==> config.mk <==
export PLATFORM = sky130hd
export DESIGN_NAME = vfpu_norm_round
export DESIGN_NICKNAME = d
export VERILOG_FILES = /design/src/rtl/vfpu_norm_round.sv
export SDC_FILE = /design/constraint.sdc
export NUM_CORES = 1
export LEC_CHECK = 0
export ABC_AREA = 1
export ABC_CLOCK_PERIOD_IN_PS = 7600
export CAP_MARGIN = 20
export CORE_ASPECT_RATIO = 0.7
export CORE_MARGIN = 2
export CORE_UTILIZATION = 40
export DETAILED_ROUTE_END_ITERATION = 8
export PLACE_DENSITY_LB_ADDON = 0.08
export SLEW_MARGIN = 20
export SYNTH_ARGS = -nofsm -noshare
export SYNTH_HDL_FRONTEND = slang
export SYNTH_SLANG_ARGS = --single-unit
==> constraint.sdc <==
create_clock -name clk_i -period 7.6 [get_ports clk_i]
set_input_delay 1.14 -clock clk_i [delete_from_list [all_inputs] [get_ports clk_i]]
set_output_delay 1.14 -clock clk_i [all_outputs]
set_load 0.02 [all_outputs]
==> src/rtl/vfpu_norm_round.sv <==
// ---------------------------------------------------------------------------
// vfpu_norm_round
//
// Normalizes an unnormalized 48-bit mantissa product, rounds it to nearest
// even and packs it into an IEEE-754 single-precision word. Two pipeline
// stages with valid/ready handshaking on both sides:
//   S1 : shift the leading one up to bit 47 and rebase the exponent.
//   S2 : round on guard/sticky, handle rounding carry, range-check, pack.
//
// Ports
//   clk_i            clock, rising edge
//   rst_ni           synchronous active-low reset
//   in_valid_i       operand valid
//   in_ready_o       block accepts an operand this cycle
//   mant_i           unnormalized mantissa product (WIDTH bits)
//   exp_i            signed biased exponent, referenced to a leading one at bit 46
//   sign_i           result sign
//   lod_first_one_i  position of the most significant 1 in mant_i
//   lod_no_ones_i    mant_i is all zeros
//   out_valid_o      result valid
//   out_ready_i      downstream accepts the result
//   result_o         packed single-precision result
//   overflow_o       result saturated to infinity
//   underflow_o      result flushed to zero
// ---------------------------------------------------------------------------
module vfpu_norm_round #(
  parameter int WIDTH = 48,
  parameter int EXP_W = 10
) (
  input  logic                    clk_i,
  input  logic                    rst_ni,
  input  logic                    in_valid_i,
  output logic                    in_ready_o,
  input  logic [WIDTH-1:0]        mant_i,
  input  logic signed [EXP_W-1:0] exp_i,
  input  logic                    sign_i,
  input  logic [5:0]              lod_first_one_i,
  input  logic                    lod_no_ones_i,
  output logic                    out_valid_o,
  input  logic                    out_ready_i,
  output logic [31:0]             result_o,
  output logic                    overflow_o,
  output logic                    underflow_o
);

  // One extra bit so exp_i + first_one - 46 (+1 on rounding carry) never wraps.
  localparam int EW = EXP_W + 1;

  localparam logic signed [EW-1:0] EXP_ZERO = '0;
  localparam logic signed [EW-1:0] EXP_ONE  = EW'(1);
  localparam logic signed [EW-1:0] EXP_MAX  = EW'(255);
  localparam logic signed [EW-1:0] EXP_REF  = EW'(46);

  // Stage 1 registers
  logic                 s1_valid;
  logic [WIDTH-1:0]     s1_norm;
  logic signed [EW-1:0] s1_exp;
  logic                 s1_sign;
  logic                 s1_zero;

  // Handshake
  logic s1_adv;

  // Stage 1 combinational
  logic [5:0]           shift_d;
  logic [WIDTH-1:0]     norm_d;
  logic signed [EW-1:0] exp_ext;
  logic signed [EW-1:0] first_ext;
  logic signed [EW-1:0] exp_d;

  // Stage 2 combinational
  logic [23:0]          sig;
  logic                 guard;
  logic                 sticky;
  logic                 round_up;
  logic [24:0]          sig_inc;
  logic [23:0]          sig_fin;
  logic signed [EW-1:0] exp_fin;
  logic [31:0]          result_d;
  logic                 overflow_d;
  logic                 underflow_d;

  // S2 can take a new value when it is empty or its result is leaving;
  // S1 can take a new operand when it is empty or moving into S2.
  assign s1_adv     = !out_valid_o | out_ready_i;
  assign in_ready_o = !s1_valid | s1_adv;

  // Normalize so the leading one sits at bit 47 and rebase the exponent.
  // A first_one above 47 is a don't-care, so the 6-bit wrap is harmless.
  always_comb begin
    shift_d   = 6'd47 - lod_first_one_i;
    norm_d    = mant_i << shift_d;
    exp_ext   = {exp_i[EXP_W-1], exp_i};
    first_ext = {{(EW-6){1'b0}}, lod_first_one_i};
    exp_d     = exp_ext + first_ext - EXP_REF;
  end

  // Round to nearest even, fold any carry back into the exponent, then
  // classify into zero / overflow / underflow / normal.
  always_comb begin
    sig         = s1_norm[47:24];
    guard       = s1_norm[23];
    sticky      = |s1_norm[22:0];
    round_up    = guard & (sticky | s1_norm[24]);
    sig_inc     = {1'b0, sig} + {24'b0, round_up};
    sig_fin     = sig_inc[23:0];
    exp_fin     = s1_exp;
    result_d    = {s1_sign, 31'b0};
    overflow_d  = 1'b0;
    underflow_d = 1'b0;

    if (sig_inc[24]) begin
      sig_fin = 24'h800000;
      exp_fin = s1_exp + EXP_ONE;
    end

    if (s1_zero) begin
      result_d = {s1_sign, 31'b0};
    end else if (exp_fin >= EXP_MAX) begin
      result_d   = {s1_sign, 8'hFF, 23'b0};
      overflow_d = 1'b1;
    end else if (exp_fin <= EXP_ZERO) begin
      result_d    = {s1_sign, 31'b0};
      underflow_d = 1'b1;
    end else begin
      result_d = {s1_sign, exp_fin[7:0], sig_fin[22:0]};
    end
  end

  // Stage valid bits and the output register. Outputs only change when S2
  // advances, so they hold steady while downstream stalls.
  always_ff @(posedge clk_i) begin
    if (!rst_ni) begin
      s1_valid    <= 1'b0;
      out_valid_o <= 1'b0;
      result_o    <= 32'b0;
      overflow_o  <= 1'b0;
      underflow_o <= 1'b0;
    end else begin
      if (in_ready_o) begin
        s1_valid <= in_valid_i;
      end
      if (s1_adv) begin
        out_valid_o <= s1_valid;
        if (s1_valid) begin
          result_o    <= result_d;
          overflow_o  <= overflow_d;
          underflow_o <= underflow_d;
        end
      end
    end
  end

  // S1 payload; qualified by s1_valid, so it needs no reset.
  always_ff @(posedge clk_i) begin
    if (in_ready_o && in_valid_i) begin
      s1_norm <= norm_d;
      s1_exp  <= exp_d;
      s1_sign <= sign_i;
      s1_zero <= lod_no_ones_i;
    end
  end

endmodule
# ---- Word-level counts from Yosys, hierarchy flattened
# Index checks and enable logic that the tools add are counted.
dict set report word_totals {
  register_bits 97
  input_bits 70
  out_inout_bits 36
  elab_cells 36
}
dict set report op_classes {
  addsub 5
  order_cmp 2
  shifts 1
  muxes 10
  bitwise 4
  n_reduce_logical 5
}
# op count
set op_table {}
lappend op_table {{$mux 31} 3}
lappend op_table {{$shl 48x6->48} 1}
lappend op_table {{$add 24x1->25} 1}
lappend op_table {{$mux 23} 1}
lappend op_table {{$reduce_or 23->1} 1}
lappend op_table {{$add 10x7->11} 1}
lappend op_table {{$add 11x2->11 const B} 1}
lappend op_table {{$ge 11x9->1 const B} 1}
lappend op_table {{$le 11x1->1 const B} 1}
lappend op_table {{$mux 11} 1}
lappend op_table {{$sub 11x7->11 const B} 1}
lappend op_table {{$sub 6x6->6 const A} 1}
lappend op_table {{$mux 1} 5}
lappend op_table {{$or 1x1->1} 3}
lappend op_table {{$logic_not 1->1} 2}
lappend op_table {{$reduce_and 2->1} 1}
lappend op_table {{$and 1x1->1} 1}
lappend op_table {{$logic_and 1x1->1} 1}

# ---- Longest topological paths before layout
dict set report depth {
  depth_word 9
  mapped_depth 20
  mapped_depth_nobuf 19
}

# ---- Worst setup path after synthesis
# OpenSTA, ideal clock, no wires.
dict set report synth_timing {
  kind {input port to flip-flop}
  start {input port lod_first_one_i[1]}
  end {register s1_exp[9] (data pin)}
  arrival_ns 3.635
  path_slack_ns 3.700
  path_stages 16
  n_path_buf 3
  cell_sequence {buf_2 -> clkinv_1 -> clkbuf_1 -> buf_1 -> ha_1 -> inv_1 -> ha_1 -> inv_1 -> fa_1 -> o21ai_0 -> a21o_1 -> a21oi_1 -> inv_1 -> a21oi_1 -> o21ai_0 -> xor2_1}
}
dict set report synth_between {
  elab_chain_len 2
}
# element line
set synth_rtl {}
lappend synth_rtl {{from (decl)} 37} ;# input logic [5:0] lod_first_one_i,
lappend synth_rtl {{$add 10x7->11} 95} ;# exp_d = exp_ext + first_ext - EXP_REF;
lappend synth_rtl {{$sub 11x7->11} 95}
lappend synth_rtl {{named net exp_d[9]} 69} ;# logic signed [EW-1:0] exp_d;
lappend synth_rtl {{to (signal assigned)} 158} ;# s1_exp <= exp_d;
lappend synth_rtl {{to (decl)} 57} ;# logic signed [EW-1:0] s1_exp;
# The timed path passes the listed nets, and every way through them passes these cells.
# A chain may end at the register's enable or synchronous reset.

# ---- Worst setup path in the final report
# Ends and elaborated chain as after synthesis.

==> results.ini <==
[clocking]
ctsHoldBuffers=0
cts_resized=0
cts_max_level=3
cts.sinks=97
root_buffer=clkbuf_16
cts.path.max_buffers=2
tritoncts=yes
clk_latency_ns=0.35
clkTransAtPathRegs_ns=0.07
cts_setup_buffers=0
cts-buffers-inserted=9

[timing]
rsz0062_at_grt=false
drv_slew=0
setup_viol=0
finalHoldViolCount=0
fin_setup_tns_ns=0
period_minus_slack_ns=3.91
fin_crit_sh_pct=51.4
fmax_mhz=256
holdWs_ns=0.466
tightest_slew_ns=0.916
fin_skew_ns=0.00998
relSlewSlack_pct=38.8

[power]
power_density_nw_per_um2=161
ir_drop_mv=0.101
p_total_uw=1470
power_leakage_uw=0.00372

[synth]
ys_types=53
yosysWarnings=0
synth_seq_area_share_pct=33.0
async_reset_ff_share_pct=0
syn_area_per_cell_sq_um=7.10
synthesis.area_sq_um=7740
syn_inst=1090
syn_nets=1178
yosys_register_bits=97
synth_ff_type=edfxtp_1
synth_edf_count=61

[place]
gp_congestion=0.914
hpwl_um=16800
io_buffers=105

[floorplanning]
fp.dieW_um=170
die_area_sq_um=20500
core_sq_um=18900
ios=106
dieHeight_um=120
fp-row-count=42
start_util_pct=40.9

[critical_path]
worstPathRequired_ns=7.69
cp_max_fo=44
r2r_cells=15
arrival_ns=4.00
path_class=in -> reg
critPathCaptureType=flip-flop
crit_path_start_kind=input pin

[grt]
grt_pass1_vias=6793
track_usage_pct=21.3
gr-total-overflow=0
antenna_found_initial=0
grt_max_degree=56
grt_first_pass_wirelength_um=34900

[min_path]
whs_path_depth=2
hold_path.class=reg -> reg

[route]
drc=0
vias_per_cell=5.21
route.vias.total=7313
drt_iter0_markers=681
firstDrtPassIters=5
ant_nets=0
wl_per_cell_um=15.2
routed_wl_um=21300

[flow_run]
cap_violations=0

[layout]
syn2layout_area_growth_pct=17.9
antenna_cells=0
drive_gt1_share_pct=10.1
finalNetCount=1245

[status]
status=complete, no violations

state kept, by name, indices dropped and copies added, names as in the netlist:
name         count
s1_valid         1
underflow_o      1
s1_exp          11
result_o        32
s1_sign          1
overflow_o       1
s1_norm         48
s1_zero          1
out_valid_o      1
worst paths after layout:
check                           from     endpoint  slack (ns)
setup / recovery  lod_first_one_i[1]    s1_exp[9]        3.69
hold / removal           result_o[2]  result_o[2]        0.47
hold reg to reg          result_o[2]  result_o[2]        0.47
setup reg to reg         s1_norm[24]  result_o[3]        4.80
where the power goes:
group	internal, uW	switching, uW
logic	145	249
registers	605	31.2
clock network	228	209
area by class of cell:
type | count | area [sq um]
inverter | 96 | 368
timing repair buffer | 114 | 1110
clock inverter | 7 | 58.8
multi-input combinational | 839 | 4510
clock buffer | 9 | 225
fill | 1984 | 9790
tap | 242 | 303
sequential | 97 | 2550
through the flow:
step	util, %	setup WS, ns	cells	instance area (sq um)
floorplan	-	3.70	1090	7740
global placement	46.7	3.38	1388	8840
detailed placement	46.7	3.33	1388	8840
CTS	48.2	3.69	1404	9130
global route	48.2	3.40	1404	9130
finish	48.2	3.69	1404	9130
placed cells by master (no fill, tap or decap), drive strengths merged:
cell,count
clkinv,8
nor3,4
nand4,18
or2,4
and2,1
edfxtp,61
o211ai,4
xnor2,11
o22ai,16
xor2,17
a31oi,5
clkdlybuf4s50,104
nor4,7
o31ai,1
nand3,95
a211oi,1
a21oi,50
a221oi,2
ha,17
nor2,109
o21ai,112
fa,1
o221ai,9
inv,94
buf,10
o21a,1
a21o,1
a22oi,4
nand2,332
clkbuf,9
mux2i,10
clkinvlp,1
a22o,1
o21bai,2
dfxtp,36
nand3b,3
a221o,1
cell families after synthesis:
family          synth area share [%]
compound gates                  16.0
mux                             1.29
flops                           33.0
buf+inv                         8.81
fa+ha+maj                       3.01
simple gates                    34.5
xor+xnor                        3.41
synthesized netlist by cell type (all sizes together), types with 18 or more instances:
master	count	area share, %
a21oi	50	4.3
buf	22	2.1
clkbuf	36	2.0
dfxtp	36	9.3
edfxtp	61	24
inv	90	4.4
nand2	332	17
nand3	95	8.0
nand4	18	1.5
nor2	109	6.3
o21ai	112	7.2
critical path, cell delays in order:
cell,delay (ns)
clkdlybuf4s50_1,0.45
buf_4,0.35
clkinv_1,0.15
ha_1,0.29
inv_1,0.06
ha_1,0.15
inv_1,0.05
fa_1,0.40
o21ai_0,0.30
a21o_1,0.17
a21oi_1,0.08
inv_1,0.06
a21oi_1,0.05
o21ai_0,0.19
xor2_1,0.08
metal layers:
| layer | part of all wire, % | vias up | wire length [um] | GRT usage (%) |
|---|---|---|---|---|
| li1 | - | 3790 | - | - |
| met1 | 53 | 3328 | 11300 | 34.1 |
| met2 | 40 | 183 | 8580 | 30.3 |
| met3 | 5.9 | 12 | 1270 | 3.70 |
| met4 | 0.49 | 0 | 104 | 2.88 |
| met5 | 0 | - | 0 | 0 |
Power figures use the tool's default switching activity.
